`src/rtl/alu_sequencer.sv`:
```
// Shared integer ALU sequencer: one-cycle logic/arith ops, bit-serial shifts.
// Valid/ready on both the issue side and the writeback side.
package alu_pkg;
  typedef enum logic [3:0] {
    OP_ADD = 4'd0,
    OP_SUB = 4'd1,
    OP_AND = 4'd2,
    OP_OR  = 4'd3,
    OP_XOR = 4'd4,
    OP_SLT = 4'd5,
    OP_SLL = 4'd6,
    OP_SRL = 4'd7,
    OP_SRA = 4'd8
  } alu_ops_t;
endpackage

module alu_sequencer
  import alu_pkg::*;
#(
  parameter int XLEN = 32
) (
  input  logic            clk,
  input  logic            rst_n,
  input  logic            flush,
  input  logic            req_valid,
  output logic            req_ready,
  input  logic [3:0]      req_op,
  input  logic [XLEN-1:0] req_a,
  input  logic [XLEN-1:0] req_b,
  output logic            rsp_valid,
  input  logic            rsp_ready,
  output logic [XLEN-1:0] rsp_result,
  output logic            rsp_zero,
  output logic            rsp_illegal,
  output logic            busy
);

  localparam int SHW = $clog2(XLEN);

  typedef enum logic [1:0] {
    IDLE,
    SHIFT,
    DONE
  } state_t;

  state_t          state;
  alu_ops_t        sh_op;
  logic [XLEN-1:0] acc;
  logic [SHW-1:0]  cnt;

  logic            accept;
  logic [SHW-1:0]  shamt;
  logic [XLEN-1:0] alu_res;
  logic            is_shift;
  logic            is_illegal;
  logic            slt;
  logic [XLEN-1:0] acc_next;

  assign shamt = req_b[SHW-1:0];
  assign slt   = $signed(req_a) < $signed(req_b);

  assign req_ready = !flush &&
    (state == IDLE || (state == DONE && rsp_ready));
  assign accept = req_valid && req_ready;
  assign busy   = (state != IDLE);

  always_comb begin
    alu_res    = '0;
    is_shift   = 1'b0;
    is_illegal = 1'b0;
    case (req_op)
      OP_ADD: alu_res = req_a + req_b;
      OP_SUB: alu_res = req_a - req_b;
      OP_AND: alu_res = req_a & req_b;
      OP_OR:  alu_res = req_a | req_b;
      OP_XOR: alu_res = req_a ^ req_b;
      OP_SLT: alu_res = {{(XLEN-1){1'b0}}, slt};
      OP_SLL, OP_SRL, OP_SRA: begin
        // shamt==0 completes immediately with a
        alu_res  = req_a;
        is_shift = 1'b1;
      end
      default: is_illegal = 1'b1;
    endcase
  end

  always_comb begin
    acc_next = acc;
    case (sh_op)
      OP_SLL:  acc_next = {acc[XLEN-2:0], 1'b0};
      OP_SRL:  acc_next = {1'b0, acc[XLEN-1:1]};
      default: acc_next = {acc[XLEN-1], acc[XLEN-1:1]};
    endcase
  end

  always_ff @(posedge clk or negedge rst_n) begin
    if (!rst_n) begin
      state       <= IDLE;
      sh_op       <= OP_SLL;
      acc         <= '0;
      cnt         <= '0;
      rsp_valid   <= 1'b0;
      rsp_result  <= '0;
      rsp_zero    <= 1'b0;
      rsp_illegal <= 1'b0;
    end else if (flush) begin
      state     <= IDLE;
      rsp_valid <= 1'b0;
    end else if (accept) begin
      if (is_shift && shamt != '0) begin
        state     <= SHIFT;
        sh_op     <= alu_ops_t'(req_op);
        acc       <= req_a;
        cnt       <= shamt;
        rsp_valid <= 1'b0;
      end else begin
        state       <= DONE;
        rsp_valid   <= 1'b1;
        rsp_result  <= alu_res;
        rsp_zero    <= (alu_res == '0);
        rsp_illegal <= is_illegal;
      end
    end else begin
      case (state)
        SHIFT: begin
          acc <= acc_next;
          cnt <= cnt - 1'b1;
          if (cnt == SHW'(1)) begin
            state       <= DONE;
            rsp_valid   <= 1'b1;
            rsp_result  <= acc_next;
            rsp_zero    <= (acc_next == '0);
            rsp_illegal <= 1'b0;
          end
        end
        DONE: begin
          if (rsp_ready) begin
            state     <= IDLE;
            rsp_valid <= 1'b0;
          end
        end
        default: ;
      endcase
    end
  end

endmodule

```
`config.mk`:
```
export PLATFORM = sky130hd
export DESIGN_NAME = alu_sequencer
export DESIGN_NICKNAME = d
export VERILOG_FILES = /design/src/rtl/alu_sequencer.sv
export SDC_FILE = /design/constraint.sdc
export NUM_CORES = 1
export LEC_CHECK = 0
export CAP_MARGIN = 10
export CELL_PAD_IN_SITES_DETAIL_PLACEMENT = 0
export CELL_PAD_IN_SITES_GLOBAL_PLACEMENT = 1
export CORE_MARGIN = 2
export CORE_UTILIZATION = 40
export DETAILED_ROUTE_END_ITERATION = 8
export PLACE_DENSITY_LB_ADDON = 0.1
export SYNTH_ARGS = -nofsm -noshare
export SYNTH_HDL_FRONTEND = slang
export SYNTH_SLANG_ARGS = --single-unit
```
`constraint.sdc`:
```
create_clock -name clk -period 6.02 [get_ports clk]
set_clock_uncertainty 0.15 [all_clocks]
set_input_delay 1.204 -clock clk [delete_from_list [all_inputs] [get_ports clk]]
set_output_delay 1.204 -clock clk [all_outputs]
set_load 0.02 [all_outputs]
```
==> metrics.md <==
| Metric | Value |
|---|---|
| Hold_buf cts | `0` |
| Cell count after synthesis | `about 1500` |
| Post-synthesis cell area | `about 11000 µm²` |
| Placer Congestion | `roughly 1` |
| Die Height | `~170 µm` |
| PortBufs | `about 110` |
| Gr ovfl total | `0` |
| Static leakage | `between 0.005 and 0.006 µW` |
| Hold Crit Class | `flip-flop to flip-flop` |
| Kind of critical path | `input port to flip-flop` |
| 1st-iter DRT viols | `about 1300` |
| Fin cells | `~1900` |
| Placed Cells | `~1900` |
| Worst-path clk slew | `about 0.060 ns` |
| Ys async rst share | `100%` |
| Rows | `59` |
| Max_cap viols | `0` |
| Leading area contributor after synthesis | `dfrtp_1` |
| Detail-routed via count per cell | `~6.3` |
| GRT Util Overall | `between 30% and 40%` |
| WHS | `between 0.3 and 0.4 ns` |
| Setup crit end kind | `flip-flop` |
| Final cycle utilization of the critical path | `89.7%` |
| EDFF count, synth | `0` |
| WL/cell | `about 24 µm` |
| First-pass iteration count of the detailed router | `5` |
| H-Tree Depth | `3` |
| Core Footprint | `~26000 µm²` |
| Clk root buf | `clkbuf_16` |
| Initial Utilization | `approximately two fifths` |
| Power per Cell Area | `about 270 nW/µm²` |
| Sequential-to-total area share from yosys stat | `a little under a fifth` |
| DRT Wirelength | `around 45000 µm` |
| Final period demand of the worst path | `roughly 5.4 ns` |
| Max Slew Vio Count | `0` |
| DP Area | `12000 µm²` |
| PostCTS Resize Cnt | `0` |
| Mapped Nets | `~1700` |
| Synth top cells by count | `nand2_1 (158), o21ai_0 (142), a21oi_1 (131), nor2_1 (131), ha_1 (118)` |
| Clk_lat worst skew | `approximately 0.34 ns` |
| Synth Flop Type | `dfrtp_1` |
| Die ar. | `around 28000 µm²` |
| Detail Route Antenna Nets | `0` |
| Largest net degree at the start of global routing | `between 70 and 80` |
| Initial antenna violation count | `2` |
| Vias | `roughly 12000` |
| Fin area | `12300 µm²` |
| Status | `finished clean` |
| # DRC | `0` |
| RSZ-0062 raised after global routing | `false` |
| Worst slew pin tran | `1.01 ns` |
| Total Power | `approximately 3400 µW` |
| Antenna Diode Count | `0` |
| Count leader, synth | `nand2_1` |
| Number of synthesized register bits | `between 70 and 80` |
| Max Buffers Root-to-Sink | `2` |
| Die Wd | `167 µm` |
| Crit path required time | `between 6 and 7 ns` |
| Layout area overhead | `16.6%` |
| Final setup violating endpoints | `0` |
| Upper clock frequency limit | `about 190 MHz` |
| Max-slew headroom | `between 30% and 40%` |
| Io pins | `110` |
| CTS tree | `yes` |
| CP Launch Type | `input port` |
| TNS Setup | `0 ns` |
| First-pass GRT wire length | `slightly below 70000 µm` |
| Yosys top cell area share | `between 10% and 20%` |
| Dpl hpwl | `35200 µm` |
| Vias in the first global route | `11000` |
| Endpoints failing hold | `0` |
| Post-synth cell types | `a little over 90` |
| Cts bufs inserted | `9` |
| Ranking of synthesized cells by area | `dfrtp_1 (18%), ha_1 (14%), o21ai_0 (6.7%), a21oi_1 (6.2%), nand2_1 (5.6%)` |
| WP data arrival | `5.52 ns` |
| Final Net Count | `between 1500 and 2000` |
| Setup bufs post-CTS | `0` |
| Peak supply drop | `approximately 0.00031 V` |
| Clk sink count | `77` |
| Worst Path Max Fanout | `5` |
| Synth warnings | `0` |
| Mean Syn Cell Area | `around 7 µm²` |
| Layout cell share with drive strength beyond 1 | `6.85%` |
[kinds of logic (layout without fill, tap and decap cells)]
group	Yosys count	in the layout	synth area share, %
buf+inv	197	262	7.72
xor+xnor	1	1	0.0829
flops	77	77	18.3
fa+ha+maj	120	120	14.4
mux	15	15	1.48
simple gates	520	520	24.4
compound gates	538	538	33.7
[worst max-delay path, cell delays in order]
cell             delay, ns
clkdlybuf4s50_1       0.62
inv_1                 0.11
ha_1                  0.25
fa_1                  0.47
o21bai_1              0.26
a211oi_1              0.18
nor4_2                0.57
o21ai_1               0.23
nand3_1               0.13
nor4bb_1              0.51
o211ai_1              0.18
nor4_1                0.47
nand4_1               0.18
o21ai_1               0.16
[layer usage]
layer | track usage (%) | share of wire [%] | vias up
met4 | 8.13 | 2.4 | 0
met3 | 3.35 | 6.8 | 66
met2 | 47.9 | 43 | 539
met5 | 0 | 0 | -
met1 | 46.9 | 48 | 5607
li1 | - | - | 5503
[worst paths after layout]
| check | startpoint | end | slack (ns) | cells after the start |
|---|---|---|---|---|
| setup reg to reg | state[0] | rsp_zero | 2.32 | 12 |
| hold / removal | rsp_result[29] | rsp_result[29] | 0.32 | 2 |
| max in group asynchronous | rst_n | acc[19] | 4.19 | 1 |
| min in group asynchronous | rst_n | cnt[2] | 0.87 | 1 |
| setup / recovery | req_a[0] | rsp_zero | 0.62 | 14 |
| hold reg to reg | rsp_result[29] | rsp_result[29] | 0.32 | 2 |
[cell usage in the layout, fill, tap and decap left out, drive strengths merged, types with 8 or more instances in the layout]
cell             n
ha             118
a221oi          16
inv            102
clkbuf          10
nor2b           21
buf             39
o21ai          151
nand3           51
a22oi           13
nor2           131
and3             9
nand4           18
o211ai          18
a21o            27
a211oi          28
nand2          158
dfrtp           75
clkdlybuf4s50  107
nand2b          12
a221o            8
mux2i           10
nor4            19
nor3            33
o21bai           9
o31ai           16
and2            19
a2111oi          8
a31oi           17
a21oi          131
[report_power, final]
group	leakage [µW]	switching, µW	internal [µW]
clock	0.000160	224	378
combinational	0.00432	1120	701
sequential	0.000873	199	749
[final cells by class]
class,count,area [µm²]
clock buffers,10,239
clock inverters,6,93.8
fillers,2686,13700
inverters,100,375
multi-input cells,1194,7870
flip-flops and latches,77,1930
well taps,335,419
repair buffers,146,1390
[registers in the layout, summed over array words and instances (netlist names)]
register,count
cnt,5
rsp_valid,1
rsp_zero,1
state,1
sh_op,4
acc,32
rsp_result,32
rsp_illegal,1
[stage by stage]
stage / worst slack, ns / utilization, %
after detailed placement: 0.312 / 46.1
after global routing: 0.474 / 47.4
after floorplan: 2.05 / -
after global placement: 0.316 / 46.1
final: 0.617 / 47.4
after CTS: 0.658 / 47.4
Note: power is estimated with default switching activity, not from simulation.
